### src/rtl/write_augmented_if.sv
// Pixel-stream input and BRAM write port of the augmenting frame writer.
// The slave side is the writer; the master side feeds pixels and observes writes.
interface write_augmented_if #(
  parameter int PIX_W  = 8,
  parameter int ADDR_W = 11
);
  logic [PIX_W-1:0]  pixel;
  logic              pixel_valid;
  logic              pixel_ready;
  logic [ADDR_W-1:0] bram_addr;
  logic [PIX_W-1:0]  bram_data;
  logic              w_enable;

  modport slave (
    input  pixel, pixel_valid,
    output pixel_ready, bram_addr, bram_data, w_enable
  );

  modport master (
    output pixel, pixel_valid,
    input  pixel_ready, bram_addr, bram_data, w_enable
  );
endinterface

### src/rtl/write_augmented.sv
// Frame writer: takes a raster pixel stream, applies pass / invert / 3x3 Gaussian blur
// selected per frame, and writes one output pixel per image position into BRAM.
module write_augmented #(
  parameter int IMG_W     = 28,
  parameter int IMG_H     = 28,
  parameter int PIX_W     = 8,
  parameter int ADDR_W    = 11,
  parameter int BASE_ADDR = 0
) (
  input  logic                 clk,
  input  logic                 reset,
  input  logic [1:0]           mode,
  write_augmented_if.slave     bus,
  output logic                 frame_done,
  output logic                 busy
);
  localparam int COL_W = $clog2(IMG_W);
  localparam int ROW_W = $clog2(IMG_H);
  localparam int FL_W  = $clog2(IMG_W + 1);
  localparam int SR_N  = 2 * IMG_W + 2;
  localparam int SUM_W = PIX_W + 4;
  localparam logic [COL_W-1:0]  COL_LAST = COL_W'(IMG_W - 1);
  localparam logic [ROW_W-1:0]  ROW_LAST = ROW_W'(IMG_H - 1);
  localparam logic [FL_W-1:0]   FL_LAST  = FL_W'(IMG_W);
  localparam logic [ADDR_W-1:0] BASE     = ADDR_W'(BASE_ADDR);
  localparam logic [1:0]        M_INV    = 2'd1;
  localparam logic [1:0]        M_BLUR   = 2'd2;

  typedef enum logic [1:0] {IDLE, RUN, FLUSH, DONE} state_t;

  state_t state, state_nxt;
  logic [1:0]        mode_q;
  logic [COL_W-1:0]  in_col, out_col;
  logic [ROW_W-1:0]  in_row, out_row;
  logic [FL_W-1:0]   flush_cnt;
  logic [ADDR_W-1:0] wr_cnt;
  logic [PIX_W-1:0]  sr [SR_N];

  logic [ADDR_W-1:0] addr_p1;
  logic [PIX_W-1:0]  data_p1;
  logic              vld_p1;
  logic              done_p1;

  logic              accept, flushing, last_in, primed, wr_go;
  logic [1:0]        eff_mode;
  logic              is_blur;
  logic [PIX_W-1:0]  new_pix, wr_data, blur_pix;
  logic [SUM_W-1:0]  edge_sum, corn_sum, blur_sum;
  logic              top, bot, lft, rgt;

  function automatic logic [SUM_W-1:0] widen(input logic [PIX_W-1:0] p);
    return {4'b0000, p};
  endfunction

  // Kernel weights total 16, so dropping the low four bits can never overflow PIX_W.
  function automatic logic [PIX_W-1:0] trunc_sum(input logic [SUM_W-1:0] s);
    return s[SUM_W-1:4];
  endfunction

  assign accept          = bus.pixel_valid & bus.pixel_ready;
  assign flushing        = (state == FLUSH);
  assign bus.pixel_ready = (state == IDLE) || (state == RUN);
  assign busy            = (state == RUN) || (state == FLUSH);
  assign eff_mode        = (state == IDLE) ? mode : mode_q;
  assign is_blur         = (eff_mode == M_BLUR);
  assign last_in         = (in_row == ROW_LAST) && (in_col == COL_LAST);
  assign primed          = (in_row != '0) && !((in_row == ROW_W'(1)) && (in_col == '0));
  assign new_pix         = flushing ? '0 : bus.pixel;
  assign wr_go           = (accept && (!is_blur || primed)) || flushing;

  // Window offsets count back from the incoming pixel (offset 0); sr[j] is offset j+1.
  always_comb begin
    top = (out_row == '0);
    bot = (out_row == ROW_LAST);
    lft = (out_col == '0);
    rgt = (out_col == COL_LAST);
    edge_sum = (lft ? '0 : widen(sr[IMG_W+1])) + (rgt ? '0 : widen(sr[IMG_W-1]))
             + (top ? '0 : widen(sr[2*IMG_W])) + (bot ? '0 : widen(sr[0]));
    corn_sum = ((top | lft) ? '0 : widen(sr[2*IMG_W+1])) + ((top | rgt) ? '0 : widen(sr[2*IMG_W-1]))
             + ((bot | lft) ? '0 : widen(sr[1]))         + ((bot | rgt) ? '0 : widen(new_pix));
    blur_sum = (widen(sr[IMG_W]) << 2) + (edge_sum << 1) + corn_sum;
    blur_pix = trunc_sum(blur_sum);
  end

  always_comb begin
    wr_data = bus.pixel;
    if (is_blur)
      wr_data = blur_pix;
    else if (eff_mode == M_INV)
      wr_data = ~bus.pixel;
  end

  always_comb begin
    state_nxt = state;
    case (state)
      IDLE:    if (accept) state_nxt = RUN;
      RUN:     if (accept && last_in) state_nxt = (mode_q == M_BLUR) ? FLUSH : DONE;
      FLUSH:   if (flush_cnt == FL_LAST) state_nxt = DONE;
      DONE:    state_nxt = IDLE;
      default: state_nxt = IDLE;
    endcase
  end

  always_ff @(posedge clk or negedge reset) begin
    if (!reset) begin
      state     <= IDLE;
      mode_q    <= '0;
      in_col    <= '0;
      in_row    <= '0;
      out_col   <= '0;
      out_row   <= '0;
      flush_cnt <= '0;
      wr_cnt    <= '0;
    end else begin
      state <= state_nxt;
      if (state == IDLE && accept)
        mode_q <= mode;
      if (accept) begin
        if (in_col == COL_LAST) begin
          in_col <= '0;
          in_row <= (in_row == ROW_LAST) ? '0 : in_row + 1'b1;
        end else begin
          in_col <= in_col + 1'b1;
        end
      end
      flush_cnt <= flushing ? flush_cnt + 1'b1 : '0;
      if (wr_go) begin
        wr_cnt <= wr_cnt + 1'b1;
        if (out_col == COL_LAST) begin
          out_col <= '0;
          out_row <= (out_row == ROW_LAST) ? '0 : out_row + 1'b1;
        end else begin
          out_col <= out_col + 1'b1;
        end
      end else if (state == DONE) begin
        wr_cnt <= '0;
      end
    end
  end

  // Stage p1: registered BRAM write port, one cycle after the accept/flush cycle.
  always_ff @(posedge clk or negedge reset) begin
    if (!reset) begin
      addr_p1 <= BASE;
      data_p1 <= '0;
      vld_p1  <= 1'b0;
      done_p1 <= 1'b0;
      for (int j = 0; j < SR_N; j++) sr[j] <= '0;
    end else begin
      vld_p1  <= wr_go;
      done_p1 <= (state == DONE);
      if (wr_go) begin
        addr_p1 <= BASE + wr_cnt;
        data_p1 <= wr_data;
      end else if (state == DONE) begin
        addr_p1 <= BASE;
      end
      if (accept || flushing) begin
        sr[0] <= new_pix;
        for (int j = 1; j < SR_N; j++) sr[j] <= sr[j-1];
      end
    end
  end

  assign bus.bram_addr = addr_p1;
  assign bus.bram_data = data_p1;
  assign bus.w_enable  = vld_p1;
  assign frame_done    = done_p1;
endmodule

### src/flat_wrapper.sv
// flat-port wrapper written by rule: the top's interface ports become plain ports
module write_augmented_flat 
#(
  parameter int IMG_W     = 28,
  parameter int IMG_H     = 28,
  parameter int PIX_W     = 8,
  parameter int ADDR_W    = 11,
  parameter int BASE_ADDR = 0
)
  (clk, reset, mode, frame_done, busy, bus_pixel, bus_pixel_valid, bus_pixel_ready, bus_bram_addr, bus_bram_data, bus_w_enable);
  write_augmented_if #(.PIX_W(PIX_W), .ADDR_W(ADDR_W)) bus_i ();
  input  logic clk;
  input  logic reset;
  input  logic [1:0] mode;
  output logic frame_done;
  output logic busy;
  input wire logic [$bits(bus_i.pixel)-1:0] bus_pixel;
  input wire logic [$bits(bus_i.pixel_valid)-1:0] bus_pixel_valid;
  output wire logic [$bits(bus_i.pixel_ready)-1:0] bus_pixel_ready;
  output wire logic [$bits(bus_i.bram_addr)-1:0] bus_bram_addr;
  output wire logic [$bits(bus_i.bram_data)-1:0] bus_bram_data;
  output wire logic [$bits(bus_i.w_enable)-1:0] bus_w_enable;
  assign bus_i.pixel = bus_pixel;
  assign bus_i.pixel_valid = bus_pixel_valid;
  assign bus_pixel_ready = bus_i.pixel_ready;
  assign bus_bram_addr = bus_i.bram_addr;
  assign bus_bram_data = bus_i.bram_data;
  assign bus_w_enable = bus_i.w_enable;
  write_augmented #(.IMG_W(IMG_W), .IMG_H(IMG_H), .PIX_W(PIX_W), .ADDR_W(ADDR_W), .BASE_ADDR(BASE_ADDR)) u_core (.clk(clk), .reset(reset), .mode(mode), .bus(bus_i), .frame_done(frame_done), .busy(busy));
endmodule
### config.mk
export PLATFORM = sky130hd
export DESIGN_NAME = write_augmented_flat
export DESIGN_NICKNAME = d
export VERILOG_FILES = /design/src/rtl/write_augmented_if.sv /design/src/rtl/write_augmented.sv /design/src/flat_wrapper.sv
export SDC_FILE = /design/constraint.sdc
export NUM_CORES = 1
export LEC_CHECK = 0
export CAP_MARGIN = 20
export CORE_MARGIN = 5
export CORE_UTILIZATION = 67
export DETAILED_ROUTE_END_ITERATION = 10
export GPL_TIMING_DRIVEN = 0
export PLACE_DENSITY = 0.86
export SETUP_SLACK_MARGIN = 0.4
export SLEW_MARGIN = 10
export SYNTH_ARGS = -nofsm -noshare
export SYNTH_HDL_FRONTEND = slang
export SYNTH_SLANG_ARGS = --single-unit
### constraint.sdc
create_clock -name clk -period 10.9 [get_ports clk]
set_input_delay 1.635 -clock clk [delete_from_list [all_inputs] [get_ports clk]]
set_output_delay 1.635 -clock clk [all_outputs]
set_load 0.02 [all_outputs]
# Yosys cells after proc, flatten, opt, wreduce, memory -nomap -nowiden
# Index checks and enable logic that the tools add are counted.
# totals
register_bits,525
in_bits,13
word_cells,152
# classes
addsub,14
eq_ne,15
mux,25
n_bitwise,6
reduce_logical,22
# op_table
operator,n
2-to-1 mux 8 bit,11
adder 12 bit,4
adder 11 bit,3
2-to-1 mux 11 bit,3
adder 5 x 1 -> 5 bit (second input constant),5
equality test 5 bit (second input constant),5
2-to-1 mux 5 bit,5
zero test 5 bit,3
adder 10 x 12 -> 12 bit,1
adder 11 x 1 -> 11 bit (second input constant),1
equality test 2 bit (second input constant),4
2-to-1 mux 2 bit,4
inverter 8 bit,1
one-hot mux 2 bit (4 select lines),1
logical AND 1 bit,6
equality test 5 x 1 -> 1 bit (second input constant),1
logical OR 1 bit,5
nonzero test 5 bit,1
equality test 2 x 1 -> 1 bit (second input constant),2
!= test 2 bit (second input constant),2
OR 1 bit,4
AND reduction 2 bit,2
AND reduction 3 bit,1
zero test 1 bit,2
other kinds (5),5

# Logic depth before layout (Yosys ltp)
# Gate-level depths: netlist of run 1.
# logic_depth
ltp_word,8
depth_mapped,30
depth_no_buf,29

# Worst setup path before layout of run 1
# Ideal clock, no wire load.
# synth_timing
path_kind,flip-flop to flip-flop
from,reg u_core.out_row[0]
to,"reg u_core.data_p1[6], in the netlist u_core.bus.bram_data[6]"
setup_time_ns,0.130
arrival_ns,6.380
t_required_ns,10.770
setup_slack_ns,4.390
stages_incl_launch_ff,28
path_buffers,2
synth_period_minus_slack_ns,6.510
path_cell_list,dfrtp_1 -> inv_1 -> ha_1 -> or4b_4 -> clkbuf_1 -> and2_1 -> fa_1 -> inv_1 -> fa_1 -> inv_1 -> ha_1 -> a21o_1 -> a21oi_1 -> o21ai_0 -> nor2_1 -> xor2_1 -> fa_1 -> fa_1 -> fa_1 -> inv_1 -> ha_1 -> clkbuf_1 -> a21oi_1 -> nor2_1 -> nor2_1 -> o21ai_0 -> a2111oi_2 -> a21oi_1
# synth_between
elab_chain_cells,8
# synth_rtl
element,line,rtl
from (decl),write_augmented.sv:34,"logic [ROW_W-1:0] in_row, out_row;"
from (signal assigned),write_augmented.sv:131,out_row <= (out_row == ROW_LAST) ? '0 : out_row + 1'b1;
zero test 5 bit,write_augmented.sv:73,top = (out_row == '0);
OR 1 bit,write_augmented.sv:79,corn_sum = ((top | lft) ? '0 : widen(sr[2*IMG_W+1])) + ((top | rgt) ? '0 : widen(sr[2*IMG_W-1]))
2-to-1 mux 8 bit,write_augmented.sv:79,
adder 12 bit,write_augmented.sv:79,
adder 12 bit (2 in a row),write_augmented.sv:80,+ ((bot | lft) ? '0 : widen(sr[1])) + ((bot | rgt) ? '0 : widen(new_pix));
adder 12 bit *,write_augmented.sv:81,blur_sum = (widen(sr[IMG_W]) << 2) + (edge_sum << 1) + corn_sum;
2-to-1 mux 8 bit *,write_augmented.sv:87,if (is_blur)
to (signal assigned),write_augmented.sv:154,data_p1 <= wr_data;
to (decl),write_augmented.sv:40,logic [PIX_W-1:0] data_p1;
# Mark *: on every way between the ends. The rest lies on a longest branch, timed or not.
# A chain may end at the register's enable or synchronous reset.

# Worst setup path in the final report of run 1
# layout_timing
from,reg u_core.out_row[0]
to,"reg u_core.data_p1[7], in the netlist u_core.bus.bram_data[7]"
# Same word-level chain as after synthesis.

==> run summary, run 1 <==
Status: completed
Reg2Reg Setup Slack: 3.69 ns
DRT iter0 DRCs: 1,324
Max Fclk: 139 MHz
Setup Viol. Count Final: 0
Post-placement cell count: 3,029
Hold Buf Count CTS: 0
Ant diodes: 0
Main flop type after synthesis: dfrtp_1
Final Net Count: 2,731
Total length of routed wires: 48,700 um
Die footprint: 37,500 um^2
R2r endpoint: u_core.bus.bram_data[7]
Drt wl/cell: 15.6 um
Hold EP: u_core.sr[335]
Worst-Skew Late Latency: 0.59 ns
Initial Util: 67.6%
Largest family of logic cells by synthesized area: simple AND/OR/NAND/NOR gates
Vias: 17,018
Min Tclk post-route: 7.21 ns
Yosys warnings: 0
Global placer's final weighted congestion: 0.896
Yosys cell types: 61
Most numerous cell in the Yosys netlist: nand2_1
Max clock buf depth: 3
Post-Synth XOR/XNOR Area: 1.01%
Synth Area in Adders: 6.15%
Ys async rst share: 100%
Largest net degree at the start of global routing: 121
R2r worst-path depth: 27
Clock slew seen by the registers of the worst setup and hold paths: 0.06 ns
Mapped Area: 22,600 um^2
CP startpoint kind: register
Die Y: 194 um
Mux cell area share after synthesis: 0.288%
Period utilization: 66.1%
Yosys reg bits: 525
Pwr dens: 198 nW/um^2
CP Class: reg2reg
Commonest cells in the netlist: nand2_1 (1,471), dfrtp_1 (525), clkbuf_1 (109), inv_1 (70), fa_1 (45)
Syn_area_per_cell: 8.89 um^2
Critical Path RT: 11.37 ns
Area Overhead vs Synth: 12.5%
Site Rows: 67
Critical Path Fanout Max: 10
Share of post-route cells with drive strength above 1: 4.19%
Via density: 5.46
CP endpoint kind: register
Synth Area in Simple Gates: 28.2%
GR Overflow Total: 0
Leak Pwr: 0.0140 uW
Hold Fails Final Rpt: 0
Area leader, netlist: dfrtp_1
DRC Markers: 0
Cell count after synthesis: 2,541
IO Count: 36
Final Non-Filler Cells: 3,118
RSZ-0062 raised after global routing: false
Slew HR: 35.1%
Sequential share of the synthesized area: 58.1%
PostCTS Resize Cnt: 0
WP data arrival: 7.68 ns
Final setup skew: 0.0126 ns
DPL Wire Length: 31,500 um
ANT nets after route: 0
Final Slew Violations: 0
Setup Fix Bufs, Post-CTS: 0
Core Area: 33,400 um^2
CTS root buffer: clkbuf_16
Top-area cell type share of the netlist area: 58.1%
First-pass detailed-route iteration total: 5
H-tree depth: 2
TritonCTS clock tree: yes
Synth area leaders: dfrtp_1 (58%), nand2_1 (24%), fa_1 (4.0%), ha_1 (2.2%), clkbuf_1 (1.8%)
Clock buffer count from CTS: 51
Finished Core Util: 76.0%
Setup TNS Final: 0 ns
Post-synth EDFFs: 0
Min-Delay Path Class: reg2reg
I/O Buffers: 35
Syn Nets: 2,638
Sink Count: 525
Max cap viols: 0
Peak supply drop: 0.158 mV
Chip Width: 194 um
First-pass GRT wire length: 84,100 um
Gr usage total: 26.6%
Slew @ Worst Pin: 0.966 ns
Initial antenna violation count: 0
Fillers: 2,112
Worst R2R Start: u_core.out_row[0]
Critical hold path startpoint: u_core.sr[343]
Vias in the first global route: 17,658
WHS Path Cells: 2
Synth Area in Compound Gates: 2.92%
==> worst max-delay path, cell delays in order, from the launching register on <==
cell and delay, ns:
dfrtp_1 0.41, inv_1 0.10, ha_1 0.17, or4b_4 0.48, clkbuf_1 0.25, and2_1 0.24
fa_1 0.50, inv_1 0.06, fa_1 0.58, inv_1 0.06, ha_1 0.28, a21o_1 0.18
a21oi_1 0.22, o21ai_0 0.18, nor2_1 0.15, xor2_1 0.19, fa_1 0.47, fa_1 0.48
fa_1 0.55, inv_1 0.05, ha_1 0.27, clkbuf_1 0.18, a21oi_1 0.22, nand2_1 0.12
a221oi_1 0.30, o21ai_1 0.15, xor2_1 0.18, o21ai_1 0.08
==> report_power, final <==
group	switching (uW)	internal (uW)
clock	745	1120
combinational	547	327
sequential	149	2150
total	1440	3600
==> flip-flops by register name, indices dropped and copies added (netlist names) <==
signal and flops:
u_core.in_col 5, u_core.bus.bram_data 8, u_core.in_row 5, u_core.mode_q 2, u_core.wr_cnt 11, u_core.out_col 5
u_core.sr 464, u_core.flush_cnt 5, u_core.bus.w_enable 1, u_core.frame_done 1, u_core.state 2, u_core.bus.bram_addr 11
u_core.out_row 5
==> stage by stage <==
step / cell area, um^2 / total power [uW] / setup WS [ns] / hold slack [ns]
CTS: 25400 / 5070 / 3.74 / 0.468
finish: 25400 / 5040 / 3.69 / 0.466
detailed placement: 23700 / 3190 / 3.78 / 0.448
global placement: 23500 / 3140 / -13.82 / 0.445
floorplan: 22600 / 2910 / 4.39 / 0.438
global route: 25400 / 5310 / 3.21 / 0.484
==> cell usage in the layout (no fill, tap or decap), types with 3 or more instances in the layout <==
master and count:
dfrtp_1 525, bufinv_16 7, o31ai_1 5, clkinv_2 5, and3_1 9, fa_1 45
buf_1 5, o211ai_1 3, xor2_1 13, nor3_1 7, clkdlybuf4s50_1 34, clkbuf_1 116
a211o_1 4, and2_1 21, nor4b_1 3, nand4b_1 4, nor2b_1 6, o21ai_0 41
a22oi_1 5, nand2b_1 3, buf_2 5, a22o_1 3, nand3b_1 22, xnor2_1 13
ha_1 39, mux2_2 4, clkbuf_8 15, a21o_1 5, nand3_1 23, nor2_1 22
clkbuf_16 51, inv_1 70, nand2_1 1471, a21oi_1 11, or2_2 3, buf_16 5
inv_6 3, nand4_1 5
==> worst max path at each step <==
stage                      startpoint                      end  slack [ns]
floorplan           u_core.out_row[0]  u_core.bus.bram_data[6]        4.39
global placement                reset            u_core.sr[85]      -13.82
detailed placement  u_core.out_row[0]  u_core.bus.bram_data[7]        3.78
CTS                 u_core.out_row[0]  u_core.bus.bram_data[7]        3.74
global route        u_core.out_row[0]  u_core.bus.bram_data[7]        3.21
finish              u_core.out_row[0]  u_core.bus.bram_data[7]        3.69
==> cell type report <==
type                       instances  area, um^2  share of cell area (%)
clock inverter                    16         270                    1.06
buffer                           122         479                    1.88
multi-input combinational       1823        8710                    34.3
clock buffer                      73        1510                    5.93
timing repair buffer              40         493                    1.94
inverter                          71         267                    1.05
tap                              448         561                    2.20
sequential                       525       13100                    51.7
==> kinds of logic (layout without fill, tap and decap cells) <==
| logic type | after synthesis | in the layout |
|---|---|---|
| buffers and inverters | 193 | 322 |
| multiplexers | 6 | 6 |
| flip-flops | 525 | 525 |
| XOR/XNOR | 26 | 26 |
| adder cells (fa/ha/maj) | 84 | 84 |
| AO/OA/AOI/OAI | 97 | 97 |
| AND/OR/NAND/NOR | 1610 | 1610 |
==> per-layer routing <==
| layer | global-route usage, % | routed length [um] | vias to the layer above |
|---|---|---|---|
| li1 | - | - | 8005 |
| met1 | 35.8 | 20300 | 8426 |
| met2 | 44.7 | 24300 | 462 |
| met3 | 4.71 | 2690 | 125 |
| met4 | 8.39 | 1410 | 0 |
| met5 | 0 | 0 | - |
Note: power is estimated with default switching activity, not from simulation.
==> run 2: changes to the inputs <==
--- a/config.mk
+++ b/config.mk
@@ -7,10 +7,10 @@
 export LEC_CHECK = 0
 export CAP_MARGIN = 20
 export CORE_MARGIN = 5
-export CORE_UTILIZATION = 67
+export CORE_UTILIZATION = 62
 export DETAILED_ROUTE_END_ITERATION = 10
 export GPL_TIMING_DRIVEN = 0
-export PLACE_DENSITY = 0.86
+export PLACE_DENSITY = 0.8
 export SETUP_SLACK_MARGIN = 0.4
 export SLEW_MARGIN = 10
 export SYNTH_ARGS = -nofsm -noshare
==> constraint.sdc (replaced) <==
create_clock -name clk -period 6.7 [get_ports clk]
set_input_delay 1.005 -clock clk [delete_from_list [all_inputs] [get_ports clk]]
set_output_delay 1.005 -clock clk [all_outputs]
set_load 0.02 [all_outputs]
==> run 2 against run 1 <==
Effect of this change: sequential share of layout area decreased by 0.84 points; critical path type unchanged; register-to-register slack got worse by 3.4 ns; flip-flop and latch count unchanged; highest routed layer unchanged; hold slack got worse by 0.12 ns.
==> run summary, run 2 (synthesis results as in run 1) <==
Peak supply drop: 0.232 mV (+47%)
GR Overflow Total: 0 (unchanged)
CTS root buffer: clkbuf_16
Most common cell after layout, fill and taps aside: nand2_1
DRT iter0 DRCs: 1,175 (-11%)
Total length of routed wires: 47,200 um (-3.0%)
Initial Util: 62.3% (-5.2 points)
Vias: 16,681 (-2.0%)
Initial antenna violation count: 0 (unchanged)
Dpl ws: -0.0588 ns (-3.84 ns)
I/O Buffers: 35 (unchanged)
Area Overhead vs Synth: 14.4%
H-tree depth: 2 (unchanged)
RSZ-0062 raised after global routing: true
Final Net Count: 2,754 (+0.84%)
DRC Markers: 0 (unchanged)
Sink Count: 525 (unchanged)
Largest Register: u_core.sr
DPL Wire Length: 31,300 um (-0.70%)
Vias in the first global route: 17,118 (-3.1%)
Final Slew Violations: 0 (unchanged)
Critical Path Fanout Max: 5 (-5)
Most frequent cells in the layout: nand2_1 (1,469), dfrtp_1 (525), clkbuf_1 (111), inv_1 (62), clkbuf_16 (54)
Ant diodes: 0 (unchanged)
Clock buffer count from CTS: 52 (+2.0%)
Chip Width: 201 um (+3.8%)
Finished Cell Area: 25,800 um^2 (+1.6%)
Slew HR: 37.1% (+2.0 points)
TritonCTS clock tree: yes
Max clock buf depth: 3 (unchanged)
ANT nets after route: 0 (unchanged)
CP startpoint kind: register
Finished Core Util: 71.3% (-4.7 points)
Min Tclk post-route: 6.43 ns (-0.781 ns)
Leak Pwr: 0.0141 uW (+1.1%)
CP Class: reg2reg
Min-Delay Path Class: in2async
Die footprint: 40,400 um^2 (+7.6%)
IO Count: 36 (unchanged)
Max Fclk: 156 MHz (+12%)
Max cap viols: 0 (unchanged)
Clock slew seen by the registers of the worst setup and hold paths: 0.06 ns (about the same)
Final setup margin: 0.271 ns (-3.42 ns)
Global placer's final weighted congestion: 0.906 (+1.1%)
Core Area: 36,300 um^2 (+8.4%)
Fillers: 2,583 (+22%)
Hold Buf Count CTS: 0 (unchanged)
CP endpoint kind: register
Share of post-route cells with drive strength above 1: 6.67% (+2.5 points)
First-pass detailed-route iteration total: 5 (unchanged)
WP data arrival: 6.90 ns (-0.78 ns)
Die Y: 201 um (+3.8%)
Final setup skew: 0.0238 ns (+0.0112 ns)
First-pass GRT wire length: 81,400 um (-3.1%)
Pwr dens: 332 nW/um^2 (+67%)
Site Rows: 70 (+4.5%)
DP Area: 23,700 um^2 (+0.31%)
Hold Fails Final Rpt: 0 (unchanged)
Status: completed
Critical Path RT: 7.17 ns (-4.20 ns)
Setup Viol. Count Final: 0 (unchanged)
Worst-Skew Late Latency: 0.60 ns (about the same)
Via density: 5.27 (-3.4%)
Slew @ Worst Pin: 0.943 ns (-0.0230 ns)
Gr usage total: 23.9% (-2.6 points)
Max reg flops: 464 (unchanged)
Period utilization: 96.0% (+30 points)
Largest net degree at the start of global routing: 118 (-2.5%)
Drt wl/cell: 14.9 um (-4.4%)
[run 2: cell types whose count changed in the layout (fill, tap and decap cells not counted), moves of 4 or more]
cell,before,now
o21ai_1,2,6
inv_1,70,62
a21oi_1,11,6
buf_4,2,24
ha_4,0,6
ha_1,39,31
clkbuf_1,116,111
o21ai_0,41,35
inv_2,1,9
[run 2: stage by stage]
step                      hold slack [ns]  instances  power (uW)  setup TNS, ns
after floorplan                     0.438       2541        4790              0
after global placement              0.446       3044        5190       -9224.06
after detailed placement            0.448       3049        5260        -0.0971
after CTS                           0.352       3157        8390              0
after global routing                0.387       3165        9040       -0.00855
final                               0.343       3165        8570              0
[run 2: final timing paths]
check,startpoint,to,slack [ns],depth (start not counted)
worst max register to register,u_core.out_row[1],u_core.bus.bram_data[6],0.27,27
min in group clk,u_core.sr[277],u_core.sr[269],0.45,2
worst min-delay path,reset,u_core.bus.w_enable,0.34,1
worst min register to register,u_core.sr[277],u_core.sr[269],0.45,2
max in group asynchronous,reset,u_core.sr[268],5.02,3
worst max-delay path,u_core.out_row[1],u_core.bus.bram_data[6],0.27,27
[run 2: worst max-delay path, cell delays in order (launching register included)]
cell and delay [ns]:
dfrtp_1 0.39, inv_2 0.08, ha_4 0.13, or4b_4 0.48, clkbuf_16 0.17, and2_4 0.15
fa_1 0.49, inv_2 0.04, fa_1 0.49, inv_1 0.05, ha_1 0.27, a21o_1 0.19
a21oi_2 0.18, o21ai_2 0.09, nor2_1 0.14, xor2_1 0.23, fa_1 0.48, fa_1 0.49
fa_1 0.51, inv_2 0.05, ha_4 0.21, buf_8 0.12, a21oi_4 0.15, nor2_1 0.05
nor2_1 0.14, o21ai_1 0.11, a2111oi_2 0.32, a21oi_1 0.11
[run 2: layout make-up]
| type | count | area (um^2) | share of cell area [%] |
|---|---|---|---|
| Multi-Input combinational cell | 1823 | 8890 | 34.4 |
| Sequential cell | 525 | 13100 | 50.8 |
| Buffer | 122 | 524 | 2.03 |
| Clock buffer | 76 | 1570 | 6.08 |
| Inverter | 71 | 267 | 1.03 |
| Tap cell | 468 | 586 | 2.27 |
| Clock inverter | 18 | 209 | 0.808 |
| Timing Repair Buffer | 62 | 658 | 2.55 |
[run 2: report_power, final]
group | leakage (uW) | total, uW | switching, uW | internal (uW)
logic | 0.00613 | 1840 | 1030 | 817
clock network | 0.000878 | 3000 | 1220 | 1780
registers | 0.00714 | 3730 | 235 | 3490
[run 2: routing by layer]
metal	GRT usage, %	share of wire (%)	routed length, um	vias to the layer above
met5	0	0	0	-
li1	-	-	-	8042
met1	32.6	44	20700	8197
met4	8.21	2.5	1170	0
met3	4.02	4.5	2100	92
met2	39.7	49	23200	350
[run 2: what timing repair did]
action                                  CTS  global route
setup buffers                            14             8
pin swaps                                20            39
gates resized for setup                  14            34
endpoints found under the setup margin    6             8
